--- src/rtl/uart_tx_cfg.sv ---
// uart_tx_cfg: runtime-configurable UART serialiser (5..DATA_W data bits,
// none/odd/even/mark/space parity, 1/1.5/2 stop bits), timed by s_tick.
// Frame configuration is captured when a word is accepted.
// Optional: define UART_TX_CFG_CTS_EN to add an active-low cts_n input
// that gates word acceptance.
module uart_tx_cfg #(
    parameter int DATA_W = 9,
    parameter int OVS    = 16
) (
    input  logic              clk,
    input  logic              reset_n,
    input  logic              s_tick,
`ifdef UART_TX_CFG_CTS_EN
    input  logic              cts_n,
`endif
    input  logic              in_valid,
    output logic              in_ready,
    input  logic [DATA_W-1:0] din,
    input  logic [3:0]        cfg_data_bits,
    input  logic [1:0]        cfg_stop,
    input  logic [2:0]        cfg_parity,
    output logic              tx,
    output logic              busy,
    output logic              tx_done_tick
);
    localparam int TW = $clog2(2 * OVS);
    localparam logic [TW-1:0] BIT_LAST    = TW'(OVS - 1);
    localparam logic [TW-1:0] STOP15_LAST = TW'(OVS + OVS / 2 - 1);
    localparam logic [TW-1:0] STOP2_LAST  = TW'(2 * OVS - 1);

    typedef enum logic [2:0] {
        IDLE,
        START,
        DATA,
        PARITY,
        STOP
    } state_t;

    state_t            state_q, state_d;
    logic [TW-1:0]     tick_q, tick_d;
    logic [3:0]        bit_q, bit_d;
    logic [DATA_W-1:0] shift_q, shift_d;
    logic [3:0]        nbits_q, nbits_d;
    logic [1:0]        stop_q, stop_d;
    logic              par_en_q, par_en_d;
    logic              par_bit_q, par_bit_d;
    logic              tx_q, tx_d;

    logic              cts_ok;
    logic              accept;
    logic              done_tick;
    logic [3:0]        nbits_clamp;
    logic              din_xor;
    logic              par_en_new;
    logic              par_bit_new;
    logic [TW-1:0]     stop_last;

`ifdef UART_TX_CFG_CTS_EN
    logic cts_meta_q, cts_meta_d;
    logic cts_sync_q, cts_sync_d;

    // Next values of the two-stage cts_n synchroniser.
    always_comb begin
        cts_meta_d = cts_n;
        cts_sync_d = cts_meta_q;
    end

    // Synchroniser flops; reset to "not clear to send".
    always_ff @(posedge clk) begin
        if (!reset_n) begin
            cts_meta_q <= 1'b1;
            cts_sync_q <= 1'b1;
        end else begin
            cts_meta_q <= cts_meta_d;
            cts_sync_q <= cts_sync_d;
        end
    end

    assign cts_ok = ~cts_sync_q;
`else
    assign cts_ok = 1'b1;
`endif

    assign in_ready = (state_q == IDLE) && cts_ok;
    assign accept   = in_valid && in_ready;

    // Clamp the requested data length and precompute parity from the word
    // being accepted, so only its latched low bits ever contribute.
    always_comb begin
        nbits_clamp = cfg_data_bits;
        if (cfg_data_bits < 4'd5) begin
            nbits_clamp = 4'd5;
        end else if (cfg_data_bits > 4'(DATA_W)) begin
            nbits_clamp = 4'(DATA_W);
        end
        din_xor = 1'b0;
        for (int unsigned i = 0; i < DATA_W; i++) begin
            if (i < 32'(nbits_clamp)) begin
                din_xor = din_xor ^ din[i];
            end
        end
        par_en_new  = 1'b0;
        par_bit_new = 1'b0;
        case (cfg_parity)
            3'd1:    begin par_en_new = 1'b1; par_bit_new = ~din_xor; end
            3'd2:    begin par_en_new = 1'b1; par_bit_new = din_xor;  end
            3'd3:    begin par_en_new = 1'b1; par_bit_new = 1'b1;     end
            3'd4:    begin par_en_new = 1'b1; par_bit_new = 1'b0;     end
            default: begin par_en_new = 1'b0; par_bit_new = 1'b0;     end
        endcase
    end

    // Last tick index of the stop period for the latched stop setting.
    always_comb begin
        case (stop_q)
            2'd0:    stop_last = BIT_LAST;
            2'd1:    stop_last = STOP15_LAST;
            default: stop_last = STOP2_LAST;
        endcase
    end

    // Frame sequencer: next state, counters, shift register and tx level.
    always_comb begin
        state_d   = state_q;
        tick_d    = tick_q;
        bit_d     = bit_q;
        shift_d   = shift_q;
        nbits_d   = nbits_q;
        stop_d    = stop_q;
        par_en_d  = par_en_q;
        par_bit_d = par_bit_q;
        done_tick = 1'b0;
        case (state_q)
            IDLE: begin
                tick_d = '0;
                if (accept) begin
                    state_d   = START;
                    bit_d     = '0;
                    shift_d   = din;
                    nbits_d   = nbits_clamp;
                    stop_d    = cfg_stop;
                    par_en_d  = par_en_new;
                    par_bit_d = par_bit_new;
                end
            end
            START: begin
                if (s_tick) begin
                    if (tick_q == BIT_LAST) begin
                        state_d = DATA;
                        tick_d  = '0;
                        bit_d   = '0;
                    end else begin
                        tick_d = tick_q + 1'b1;
                    end
                end
            end
            DATA: begin
                if (s_tick) begin
                    if (tick_q == BIT_LAST) begin
                        tick_d  = '0;
                        shift_d = shift_q >> 1;
                        if (bit_q == nbits_q - 4'd1) begin
                            state_d = par_en_q ? PARITY : STOP;
                        end else begin
                            bit_d = bit_q + 4'd1;
                        end
                    end else begin
                        tick_d = tick_q + 1'b1;
                    end
                end
            end
            PARITY: begin
                if (s_tick) begin
                    if (tick_q == BIT_LAST) begin
                        state_d = STOP;
                        tick_d  = '0;
                    end else begin
                        tick_d = tick_q + 1'b1;
                    end
                end
            end
            STOP: begin
                if (s_tick) begin
                    if (tick_q == stop_last) begin
                        state_d   = IDLE;
                        tick_d    = '0;
                        done_tick = 1'b1;
                    end else begin
                        tick_d = tick_q + 1'b1;
                    end
                end
            end
            default: begin
                state_d = IDLE;
                tick_d  = '0;
            end
        endcase

        // tx is registered: drive the level belonging to the next state.
        case (state_d)
            START:   tx_d = 1'b0;
            DATA:    tx_d = shift_d[0];
            PARITY:  tx_d = par_bit_d;
            default: tx_d = 1'b1;
        endcase
    end

    // State and datapath registers with synchronous active-low reset.
    always_ff @(posedge clk) begin
        if (!reset_n) begin
            state_q   <= IDLE;
            tick_q    <= '0;
            bit_q     <= '0;
            shift_q   <= '0;
            nbits_q   <= '0;
            stop_q    <= '0;
            par_en_q  <= 1'b0;
            par_bit_q <= 1'b0;
            tx_q      <= 1'b1;
        end else begin
            state_q   <= state_d;
            tick_q    <= tick_d;
            bit_q     <= bit_d;
            shift_q   <= shift_d;
            nbits_q   <= nbits_d;
            stop_q    <= stop_d;
            par_en_q  <= par_en_d;
            par_bit_q <= par_bit_d;
            tx_q      <= tx_d;
        end
    end

    assign tx           = tx_q;
    assign busy         = (state_q != IDLE);
    // A reset landing on the final stop tick drops the word without a pulse.
    assign tx_done_tick = done_tick && reset_n;

endmodule
--- config.mk ---
export PLATFORM = sky130hd
export DESIGN_NAME = uart_tx_cfg
export DESIGN_NICKNAME = d
export VERILOG_FILES = /design/src/rtl/uart_tx_cfg.sv
export SDC_FILE = /design/constraint.sdc
export NUM_CORES = 1
export LEC_CHECK = 0
export ABC_AREA = 1
export BUFFER_PORTS_ARGS = -buffer_cell sky130_fd_sc_hd__buf_2
export CAP_MARGIN = 15
export CORE_ASPECT_RATIO = 0.5
export CORE_MARGIN = 2
export CORE_UTILIZATION = 57
export DETAILED_ROUTE_END_ITERATION = 10
export PLACE_DENSITY = 0.89
export SLEW_MARGIN = 20
export SYNTH_ARGS = -nofsm -noshare
export SYNTH_HDL_FRONTEND = slang
export SYNTH_SLANG_ARGS = --single-unit
--- constraint.sdc ---
create_clock -name clk -period 2.3 [get_ports clk]
set_clock_uncertainty 0.2 [all_clocks]
set_input_delay 0.23 -clock clk [delete_from_list [all_inputs] [get_ports clk]]
set_output_delay 0.23 -clock clk [all_outputs]
set_load 0.05 [all_outputs]
# --- Yosys cells after proc, flatten, opt, wreduce, memory -nomap -nowiden ---
# Cells that the tools add are included.
# W data, S select, Z words.
word_totals:
  ff_bits: 30
  in_bits: 22
  output_inout_bits: 4
op_classes:
  addsub: 3
  n_lt_le_gt_ge: 11
  n_eq_ne: 23
  n_mux: 48
  bitwise: 9
  n_reduce_logical: 13
ops:
  columns: ["operator", "n"]
  rows:
  - ["$mux W3", 11]
  - ["$mux W4", 8]
  - ["$mux W9", 3]
  - ["$mux W5", 4]
  - ["$pmux W5 S2", 2]
  - ["$eq A3 B2 Y1 const B", 6]
  - ["$pmux W9 S2", 1]
  - ["$lt A3 B4 Y1 const A", 4]
  - ["$mux W1", 15]
  - ["$pmux W3 S5", 1]
  - ["$ne A2 B2 Y1 const B", 6]
  - ["$pmux W4 S3", 1]
  - ["$eq A3 B1 Y1 const B", 3]
  - ["$lt A1 B4 Y1 const A", 2]
  - ["$lt A2 B4 Y1 const A", 2]
  - ["$xor A1 B1 Y1", 8]
  - ["$reduce_and A7 Y1", 1]
  - ["$eq A3 B3 Y1 const B", 2]
  - ["$pmux W1 S3", 2]
  - ["$reduce_bool A3 Y1", 2]
  - ["$add A5 B1 Y5 const B", 1]
  - ["$eq A5 B4 Y1 const B", 1]
  - ["$eq A5 B5 Y1", 1]
  - ["$add A4 B1 Y4 const B", 1]
  - ["16 further kinds", 19]

# --- Longest topological paths before layout ---
# Gate-level depths: netlist (run 1).
depth:
  ltp_word: 26
  depth_mapped: 16

# --- Worst setup path after synthesis (run 1) ---
# No wires, ideal clock.
synth_timing:
  kind: "reg2out"
  from: "register tick_q[0]"
  to: "output tx_done_tick"
  arrival_time_ps: 2246
  required_time_ps: 1870
  slack_ps: -376
  path_stages_with_launch: 6
  path_buffers: 0
  path_cell_list: "dfxtp_1 ha_1 nand2_1 inv_1 o2111ai_1 nor4_1"
synth_between:
  elab_chain_cells: 5
synth_lines:
  columns: ["item", "line_no", "rtl"]
  rows:
  - ["start, declared", "40", "logic [TW-1:0] tick_q, tick_d;"]
  - ["start signal, assigned", "222", "tick_q <= tick_d;"]
  - ["$eq A5 B5 Y1", "184", "if (tick_q == stop_last) begin"]
  - ["$mux W1", "184", null]
  - ["$mux W1", "183", "if (s_tick) begin"]
  - ["$mux W1", "133", "case (state_q)"]
  - ["$logic_and A1 B1 Y1", "236", "assign tx_done_tick = done_tick && reset_n;"]
  - ["end, declared", "24", "output logic tx_done_tick"]
# Every way passes these cells.

# --- Worst setup path in the final report (run 1) ---
layout_timing:
  from: "register tick_q[0]"
  to: "register tx_q, in the netlist tx"
layout_between:
  elab_chain_cells: 6
  elab_cells_between_ends: 18
  classes_between: "5 x eq/ne; 13 x mux"
layout_lines:
  columns: ["item", "line_no", "rtl"]
  rows:
  - ["$eq A5 B5 Y1 or $eq A5 B4 Y1 (tied branches)", null, null]
  - ["$mux W3, on equally long branches (2 in series)", null, null]
  - ["$pmux W3 S5", "133", null]
  - ["$eq A3 B2 Y1 or $eq A3 B1 Y1 (tied branches)", "200", "case (state_d)"]
  - ["$pmux W1 S3 *", "200", null]
  - ["end signal, assigned", "229", "tx_q <= tx_d;"]
  - ["end, declared", "47", "logic tx_q, tx_d;"]
# Mark *: on every way between the ends. The rest lies on a longest branch, timed or not. The select of a mux whose other input is x is not followed.
# A chain may end at the register's enable or synchronous reset.

==> results of run 1 <==
[worst paths after layout]
check / from / to / slack (ns) / cells after the start
setup reg to reg: tick_q[0] / tx / 0.14 / 15
hold / removal: cfg_stop[0] / stop_q[0] / 0.006 / 3
hold reg to reg: tick_q[0] / tick_q[0] / 0.27 / 1
setup / recovery: tick_q[0] / tx / 0.14 / 15
[cells in the final DEF (no fill, tap or decap), types with 2 or more instances in the layout]
master / synthesis / final
buf_2: 0 / 25
nand2_2: 2 / 2
a31oi_1: 4 / 4
nor2_4: 2 / 2
nor2_2: 4 / 5
nand2_1: 99 / 99
xor2_1: 3 / 3
nand3_1: 19 / 19
o21ai_1: 2 / 2
clkbuf_8: 0 / 6
bufinv_16: 0 / 2
ha_1: 5 / 4
inv_1: 44 / 43
o21ai_0: 13 / 13
dfxtp_2: 0 / 2
xnor2_1: 2 / 2
a21oi_2: 2 / 2
nor2_1: 20 / 19
a221oi_1: 4 / 4
a21oi_1: 15 / 15
buf_4: 0 / 5
dfxtp_1: 30 / 28
nand4_1: 6 / 6
a211oi_1: 4 / 4
inv_2: 7 / 8
o211ai_1: 2 / 2
[critical path, cell delays in order (launching register included)]
cell and delay, ns:
dfxtp_2 0.35, ha_1 0.17, nand2_1 0.11, nor2_2 0.12, ha_2 0.20, nand2_1 0.10, inv_2 0.11, nand2_2 0.07
nand2_2 0.09, inv_2 0.09, a21oi_2 0.16, nand3_1 0.09, nand2_1 0.06, inv_1 0.04, nand2_1 0.05, nand2_1 0.04
[cell families (layout without fill, tap and decap cells)]
logic type	count (synthesis)	count (layout)	share of synthesized area
flops	30	30	0.3004
simple gates	160	160	0.3636
buf+inv	55	89	0.1108
fa+ha+maj	5	5	0.03129
compound gates	52	52	0.1721
xor+xnor	5	5	0.02191
[through the flow]
stage | hold WS [ns] | cells | setup slack [ns]
after detailed placement | 0.2693 | 382 | 0.04847
after floorplan | 0.1411 | 307 | 0.1966
final | 0.006472 | 392 | 0.1416
after global routing | 0.006324 | 392 | -0.01276
after global placement | 0.2623 | 382 | 0.1875
after CTS | 0.001662 | 390 | 0.02454
[per-layer routing]
layer,vias to the layer above,GRT usage
li1,1059,-
met1,971,0.2826
met2,67,0.4652
met3,17,0.06703
met4,0,0.1477
met5,-,0
[repair_timing]
item	CTS	global route
buffers inserted	0	2
setup endpoints to repair	0	6
gates resized for setup	0	5
[layout make-up]
type	instances	area [sq um]	area share
clock buffer	6	82.58	0.03511
clock inverter	2	60.06	0.02553
inverter	51	191.4	0.08138
multi-input combinational	222	1189	0.5053
sequential	30	603.1	0.2564
tap	51	63.81	0.02713
timing repair buffer	30	162.7	0.06915
[sequential cells by signal, indices dropped and copies added, names as in the netlist, 2 cells and up]
register,cells
state_q,3
bit_q,4
tick_q,5
shift_q,9
nbits_q,4
stop_q,2
[report_power, final]
part / leakage (uW) / switching (uW) / internal, uW / total, uW
combinational: 0.000835 / 191 / 104 / 295
sequential: 0.000247 / 21.3 / 550 / 571
clock: 0.0000714 / 213 / 462 / 675
==> impl_metrics.env, run 1 <==
export IMPL_slew_headroom=0.7158
export IMPL_cts_tree="done"
export IMPL_power_density_nw_per_um2=655.1
export IMPL_cp_max_fo=9
export IMPL_gp_congestion=0.9066
export IMPL_clk_pin_slew_ns=0.07
export IMPL_hold_class="in -> reg"
export IMPL_cts_htree_levels=2
export IMPL_detail_route_first_pass_iterations=4
export IMPL_drt_met1_wl_mm=2.004
export IMPL_fin_crit_sh=0.9384
export IMPL_hold_violations=0
export IMPL_top_layer="met4"
export IMPL_crit_type="reg -> reg"
export IMPL_total_power_uw=1541
export IMPL_cp_required_ns=2.29
export IMPL_fin_nets=367
export IMPL_ys_warn_count=0
export IMPL_netlist_area_sq_um=1999
export IMPL_drt_iter0_markers=123
export IMPL_wl_mm=4.772
export IMPL_viasPerCell=5.393
export IMPL_yosys_register_bits=30
export IMPL_wl_met3_um=277
export IMPL_antenna_left=0
export IMPL_synth_top_flop_cell="dfxtp_1"
export IMPL_avgRoutedWirePerCell_um=12.17
export IMPL_clockBufferDepth=2
export IMPL_drive_gt1_frac=0.2053
export IMPL_ys_types=37
export IMPL_synthCells=307
export IMPL_yosysMostFrequentCell="nand2_1"
export IMPL_cts_buffers=5
export IMPL_fillCellCount=265
export IMPL_clk_latency_ns=0.30
export IMPL_grt_pass1_wl_mm=7.831
export IMPL_worst_pin_slew_ns=0.4219
export IMPL_fin_util=0.6924
export IMPL_stdcell_area_sq_um=2352
export IMPL_syn_mean_instance_area_sq_um=6.513
export IMPL_io_pins=26
export IMPL_ys_async_sr_fraction=0
export IMPL_final_setup_viol_count=0
export IMPL_synth_top_area_share=0.3004
export IMPL_crit_path_end_kind="flip-flop"
export IMPL_crit_path_start_kind="flip-flop"
export IMPL_rows=15
export IMPL_track_usage=0.2572
export IMPL_grt_max_degree=23
export IMPL_vias=2114
export IMPL_antenna_found_initial=0
export IMPL_numPortBuffers=25
export IMPL_ir_drop_uv=286.6
export IMPL_initial_utilization=0.5886
export IMPL_placed_area_sq_um=2187
export IMPL_core_sq_um=3397
export IMPL_cap_violations=0
export IMPL_drc=0
export IMPL_cts_root_buf="clkbuf_8"
export IMPL_fmax_mhz=463.3
export IMPL_hpwl_mm=3.534
export IMPL_grt_pass1_vias=1919
export IMPL_period_minus_slack_ns=2.158
export IMPL_die_w_um=87.76
export IMPL_syn_num_nets=334
export IMPL_clock_sinks=30
export IMPL_p_leak_uw=0.001153
export IMPL_ctsHoldBuffers=0
export IMPL_die_y_um=45.88
export IMPL_yosysTopAreaCell="dfxtp_1"
export IMPL_status="complete, no violations"
export IMPL_grt_overflow=0
export IMPL_synth_edf_count=0
export IMPL_synth_seq_area_share=0.3004
export IMPL_tns_ns=0
export IMPL_diodes=0
export IMPL_ys_top_cells_by_area="dfxtp_1 30%, nand2_1 19%, inv_1 8.3%"
export IMPL_die_area_sq_um=4026
export IMPL_slew_violations=0
export IMPL_crit_arrival_ns=2.14
export IMPL_wl_met2_mm=2.343
export IMPL_area_growth_syn_to_layout_pct=17.65
export IMPL_synth_top_cells_by_count="99 x nand2_1, 44 x inv_1, 30 x dfxtp_1"
(Power assumes the default switching activity.)
==> inputs of run 2 (changes only) <==
--- a/config.mk
+++ b/config.mk
@@ -10,9 +10,11 @@
 export CAP_MARGIN = 15
 export CORE_ASPECT_RATIO = 0.5
 export CORE_MARGIN = 2
-export CORE_UTILIZATION = 57
+export CORE_UTILIZATION = 60
+export CTS_BUF_LIST = sky130_fd_sc_hd__clkbuf_2 sky130_fd_sc_hd__clkbuf_4 sky130_fd_sc_hd__clkbuf_8
 export DETAILED_ROUTE_END_ITERATION = 10
-export PLACE_DENSITY = 0.89
+export PLACE_DENSITY = 0.92
+export REMOVE_ABC_BUFFERS = 1
 export SLEW_MARGIN = 20
 export SYNTH_ARGS = -nofsm -noshare
 export SYNTH_HDL_FRONTEND = slang
==> run 2 against run 1 <==
Net effect:
- final area is 0.37% lower
- cell count is 3.1% lower
- power is 0.20% lower
- sequential power hardly changed
- first-iteration DRC count is 14% higher
- sequential share of layout area is 0.096 points higher
- global-route usage is 3.5 points higher
- combinational power hardly changed
- largest power group unchanged
==> impl_metrics.env, run 2 (same netlist as run 1, synthesis figures left out) <==
export IMPL_crit_type="reg -> out"
export IMPL_fin_crit_sh=0.9501
export IMPL_cp_slowest_cell="dfxtp_2"
export IMPL_antenna_left=0
export IMPL_cts_tree="done"
export IMPL_hpwl_mm=3.650
export IMPL_detail_route_first_pass_iterations=4
export IMPL_tns_ns=0
export IMPL_period_minus_slack_ns=2.185
export IMPL_min_delay_path_depth=3
export IMPL_crit_arrival_ns=1.76
export IMPL_largest_reg_flops=9
export IMPL_cap_violations=0
export IMPL_vias=2123
export IMPL_status="complete, no violations"
export IMPL_final_setup_viol_count=0
export IMPL_wl_mm=5.140
export IMPL_top_register="shift_q"
export IMPL_cp_cell_sequence="ha_2 > nand2_2 > inv_1 > o2111ai_1 > nor4_2 > clkbuf_4"
export IMPL_reg_top3="shift_q (9), tick_q (5)"
export IMPL_hold_class="in -> reg"
export IMPL_cts_setup_buffers=0
export IMPL_final_cell_mix="97 x nand2_1, 43 x inv_1, 28 x dfxtp_1"
export IMPL_drc=0
export IMPL_ir_drop_uv=616.8
export IMPL_grt_max_degree=23
export IMPL_initial_utilization=0.6485
export IMPL_clk_pin_slew_ns=0.07
export IMPL_clockBufferDepth=2
export IMPL_clock_sinks=30
export IMPL_clk_latency_ns=0.28
export IMPL_max_stage_delay_ns=0.36
export IMPL_seqCellArea_sq_um=603.1
export IMPL_die_w_um=85.64
export IMPL_io_pins=26
export IMPL_die_area_sq_um=3838
export IMPL_core_sq_um=3083
export IMPL_grt_overflow=0
export IMPL_fin_util=0.7601
export IMPL_crit_path_end_kind="output pin"
export IMPL_final_common_cell="nand2_1"
export IMPL_avgRoutedWirePerCell_um=13.53
export IMPL_drive_gt1_frac=0.2088
export IMPL_power_density_nw_per_um2=656.3
export IMPL_grt_pass1_wl_mm=8.742
export IMPL_fmax_mhz=457.6
export IMPL_reg2reg_depth=15
export IMPL_multi_input_area_sq_um=1196
export IMPL_viasPerCell=5.587
export IMPL_hold_violations=0
export IMPL_crit_path_start_kind="flip-flop"
export IMPL_die_y_um=44.82
export IMPL_fin_nets=366
export IMPL_track_usage=0.2923
export IMPL_fillCellCount=243
export IMPL_rows=14
export IMPL_cp_required_ns=1.87
export IMPL_antenna_found_initial=0
export IMPL_gp_congestion=0.8553
export IMPL_cts_buffers=5
export IMPL_cp_max_fo=4
export IMPL_cts_root_buf="clkbuf_8"
export IMPL_worst_pin_slew_ns=0.4210
export IMPL_numPortBuffers=25
export IMPL_area_growth_syn_to_layout_pct=17.21
export IMPL_p_leak_uw=0.001146
export IMPL_diodes=0
export IMPL_slew_violations=0
export IMPL_grt_pass1_vias=2063
export IMPL_cts_htree_levels=2
export IMPL_slew_headroom=0.7190
export IMPL_drt_iter0_markers=140
[run 2: repair_timing]
item,in CTS,in global routing
resized for setup,0,10
hold buffers,1,0
endpoints found under the setup margin,0,8
endpoints found under the hold margin,1,0
[run 2: routing by layer]
layer  GRT usage  part of all wire
met1      0.3405              0.43
met2      0.5469              0.48
met3     0.05119             0.066
met4      0.1302             0.021
met5           0                 0
[run 2: area by class of cell]
| type | count | area share |
|---|---|---|
| Clock inverter | 2 | 0.02563 |
| Sequential cell | 30 | 0.2573 |
| Clock buffer | 6 | 0.03524 |
| Multi-Input combinational cell | 222 | 0.5104 |
| Inverter | 51 | 0.08169 |
| Tap cell | 40 | 0.02136 |
| Timing Repair Buffer | 29 | 0.06834 |
[run 2: metrics by stage]
stage / hold slack [ns] / total power [uW] / std cells / area (sq um) / worst slack [ns]
6_report: 0.01818 / 1538 / 380 / 2344 / 0.1148
5_1_grt: 0.04382 / 1605 / 380 / 2344 / -0.02012
4_1_cts: 0.01541 / 1535 / 380 / 2320 / 0.02310
3_5_place_dp: 0.2577 / 870.3 / 371 / 2167 / 0.04728
3_3_place_gp: 0.2532 / 852.3 / 371 / 2167 / 0.1961
2_1_floorplan: 0.1411 / 788.3 / 303 / 1969 / -0.3759
[run 2: worst max-delay path: cells and delay by family (launching register included)]
family	cells	cell delay, ns
AO/OA/AOI/OAI	1	0.23
adder cells (fa/ha/maj)	1	0.20
flip-flops	1	0.36
AND/OR/NAND/NOR	2	0.32
buffers and inverters	2	0.36
[run 2: final timing paths]
kind	startpoint	endpoint	slack [ns]
max	tick_q[0]	tx_done_tick	0.11
min	din[8]	shift_q[8]	0.02
max reg2reg	tick_q[0]	tx	0.15
min reg2reg	tick_q[0]	tick_q[0]	0.27
[run 2: report_power, final]
part / internal [uW] / switching [uW]
combinational: 103 / 195
clock: 462 / 206
sequential: 550 / 21.4
==> inputs of run 3 (changes only) <==
==> constraint.sdc (replaced) <==
create_clock -name clk -period 2.42 [get_ports clk]
set_clock_uncertainty 0.2 [all_clocks]
set_input_delay 0.242 -clock clk [delete_from_list [all_inputs] [get_ports clk]]
set_output_delay 0.242 -clock clk [all_outputs]
set_load 0.05 [all_outputs]
==> run 3 against run 2 <==
Net effect:
- register-to-register slack about the same
- sequential power decreased by 5.1%
- final area shrank 2.8%
- setup slack improved by 0.043 ns
- non-clock buffer count fell by 2
- critical endpoint is now tx
- largest cell class unchanged
==> impl_metrics.env, run 3 (same netlist as run 1, synthesis figures left out) <==
export IMPL_power_frac_seq=0.411
export IMPL_cts_htree_levels=2
export IMPL_drt_iter0_markers=174
export IMPL_worst_pin_slew_ns=0.3827
export IMPL_die_w_um=85.64
export IMPL_drive_gt1_frac=0.1953
export IMPL_cp_max_fo=9
export IMPL_clk_pin_slew_ns=0.07
export IMPL_crit_arrival_ns=2.24
export IMPL_grt_pass1_vias=1973
export IMPL_preCtsSetupSlack_ns=0.03399
export IMPL_viasPerCell=5.616
export IMPL_fmax_mhz=442.0
export IMPL_grt_pass1_wl_mm=8.128
export IMPL_finalWorstSetupSlack_ns=0.1576
export IMPL_final_setup_viol_count=0
export IMPL_fin_nets=364
export IMPL_clockPowerShare=0.378
export IMPL_reg_top3="shift_q (9), tick_q (5)"
export IMPL_slew_violations=0
export IMPL_hpwl_mm=3.596
export IMPL_grt_max_degree=23
export IMPL_period_minus_slack_ns=2.262
export IMPL_detail_route_first_pass_iterations=5
export IMPL_ir_drop_uv=468.3
export IMPL_p_switching_uw=396.4
export IMPL_power_density_nw_per_um2=579.0
export IMPL_diodes=0
export IMPL_timing_hold_ws_ns=0.03467
export IMPL_vias=2123
export IMPL_gp_congestion=0.8491
export IMPL_swShare=0.3006
export IMPL_hold_violations=0
export IMPL_status="complete, no violations"
export IMPL_drt_met1_wl_mm=2.033
export IMPL_crit_type="reg -> reg"
export IMPL_cts_buffers=5
export IMPL_drc=0
export IMPL_antenna_left=0
export IMPL_wl_met2_mm=2.223
export IMPL_wl_mm=4.728
export IMPL_clock_sinks=30
export IMPL_die_y_um=44.82
export IMPL_die_area_sq_um=3838
export IMPL_fin_crit_sh=0.9349
export IMPL_clockBufferDepth=2
export IMPL_io_pins=26
export IMPL_crit_top_cell="nand2_1"
export IMPL_max_stage_delay_ns=0.37
export IMPL_stdcell_count=378
export IMPL_avgRoutedWirePerCell_um=12.51
export IMPL_cp_cell_sequence="ha_1 > nand2_1 > nor2_2 > ha_2 > nand2_2 > inv_2 > nand2_2 > nand2_2 > inv_2 > a21oi_2 > nand3_1 > nand2_1 > inv_1 > nand2_1 > nand2_1"
export IMPL_track_usage=0.2670
export IMPL_place_inst=369
export IMPL_numPortBuffers=25
export IMPL_slew_headroom=0.7422
export IMPL_largest_reg_flops=9
export IMPL_top_register="shift_q"
export IMPL_grt_overflow=0
export IMPL_final_common_cell="nand2_1"
export IMPL_clk_latency_ns=0.28
export IMPL_combPwrFrac=0.211
export IMPL_rows=14
export IMPL_core_sq_um=3083
export IMPL_initial_utilization=0.6485
export IMPL_cp_required_ns=2.40
export IMPL_crit_path_end_kind="flip-flop"
export IMPL_p_leak_uw=0.001125
export IMPL_cts_tree="done"
export IMPL_p_int_uw=922.0
export IMPL_antenna_found_initial=0
export IMPL_crit_path_start_kind="flip-flop"
export IMPL_final_cell_mix="98 x nand2_1, 43 x inv_1, 29 x dfxtp_1"
export IMPL_wl_met3_um=380
export IMPL_area_growth_syn_to_layout_pct=13.89
export IMPL_top_layer="met4"
export IMPL_cp_slowest_cell="dfxtp_1"
export IMPL_cts_root_buf="clkbuf_8"
export IMPL_hold_class="in -> reg"
export IMPL_cap_violations=0
==> run 3: cell count changes in the layout (fill, tap and decap cells not counted), sizes merged <==
| cell | change |
|---|---|
| clkbuf | -2 |
| bufinv | -1 |
| dlygate4sd3 | -1 |
| clkinv | +2 |
==> run 3: timing repair <==
| item | 4_1_cts | 5_1_grt |
|---|---|---|
| endpoints found under the hold margin | 0 | 0 |
| hold buffers | 0 | 0 |
| endpoints found under the setup margin | 1 | 6 |
| resized for setup | 1 | 4 |
| pin swaps | 0 | 1 |
| buffers inserted | 0 | 1 |
==> run 3: final cells by class <==
cell class	instances	area (sq um)
Multi-Input combinational cell	222	1185
Fill cell	247	805.8
Sequential cell	30	601.8
Inverter	51	191.4
Timing Repair Buffer	27	140.1
Clock buffer	5	68.82
Tap cell	40	50.05
Clock inverter	3	40.04
==> run 3: path summary, 6_finish.rpt <==
path	start	end	slack, ns	depth (start not counted)
min	din[8]	shift_q[8]	0.03	3
max	tick_q[1]	tx	0.16	15
min reg2reg	tick_q[0]	tick_q[0]	0.26	1
max reg2reg	tick_q[1]	tx	0.16	15
==> run 3: metal layers <==
layer | track usage | vias to the layer above
li1 | - | 1053
met1 | 0.3243 | 963
met2 | 0.4828 | 91
met3 | 0.05302 | 16
met4 | 0.1048 | 0
met5 | 0 | -
==> run 3: power by group through the flow <==
stage,Sequential (uW),Combinational (uW),Clock [uW]
2_1_floorplan,553,196,0
3_3_place_gp,550,260,0
3_5_place_dp,552,274,0
4_1_cts,541,276,503
5_1_grt,545,314,522
6_report,542,279,498
==> run 3: metrics by stage <==
| step | TNS (ns) | area [sq um] | power, uW | utilization |
|---|---|---|---|---|
| floorplan | -0.2679 | 1969 | 749.2 | - |
| global placement | 0 | 2152 | 810.4 | 0.6981 |
| detailed placement | 0 | 2152 | 825.7 | 0.6981 |
| CTS | 0 | 2263 | 1320 | 0.7342 |
| global route | -0.006634 | 2277 | 1382 | 0.7386 |
| finish | 0 | 2277 | 1318 | 0.7386 |
==> run 3: critical path: cells and delay by family (launching register included) <==
kind / cells / cell delay, ns
simple gates: 9 / 0.76
fa+ha+maj: 2 / 0.44
flops: 1 / 0.37
buf+inv: 3 / 0.23
compound gates: 1 / 0.16
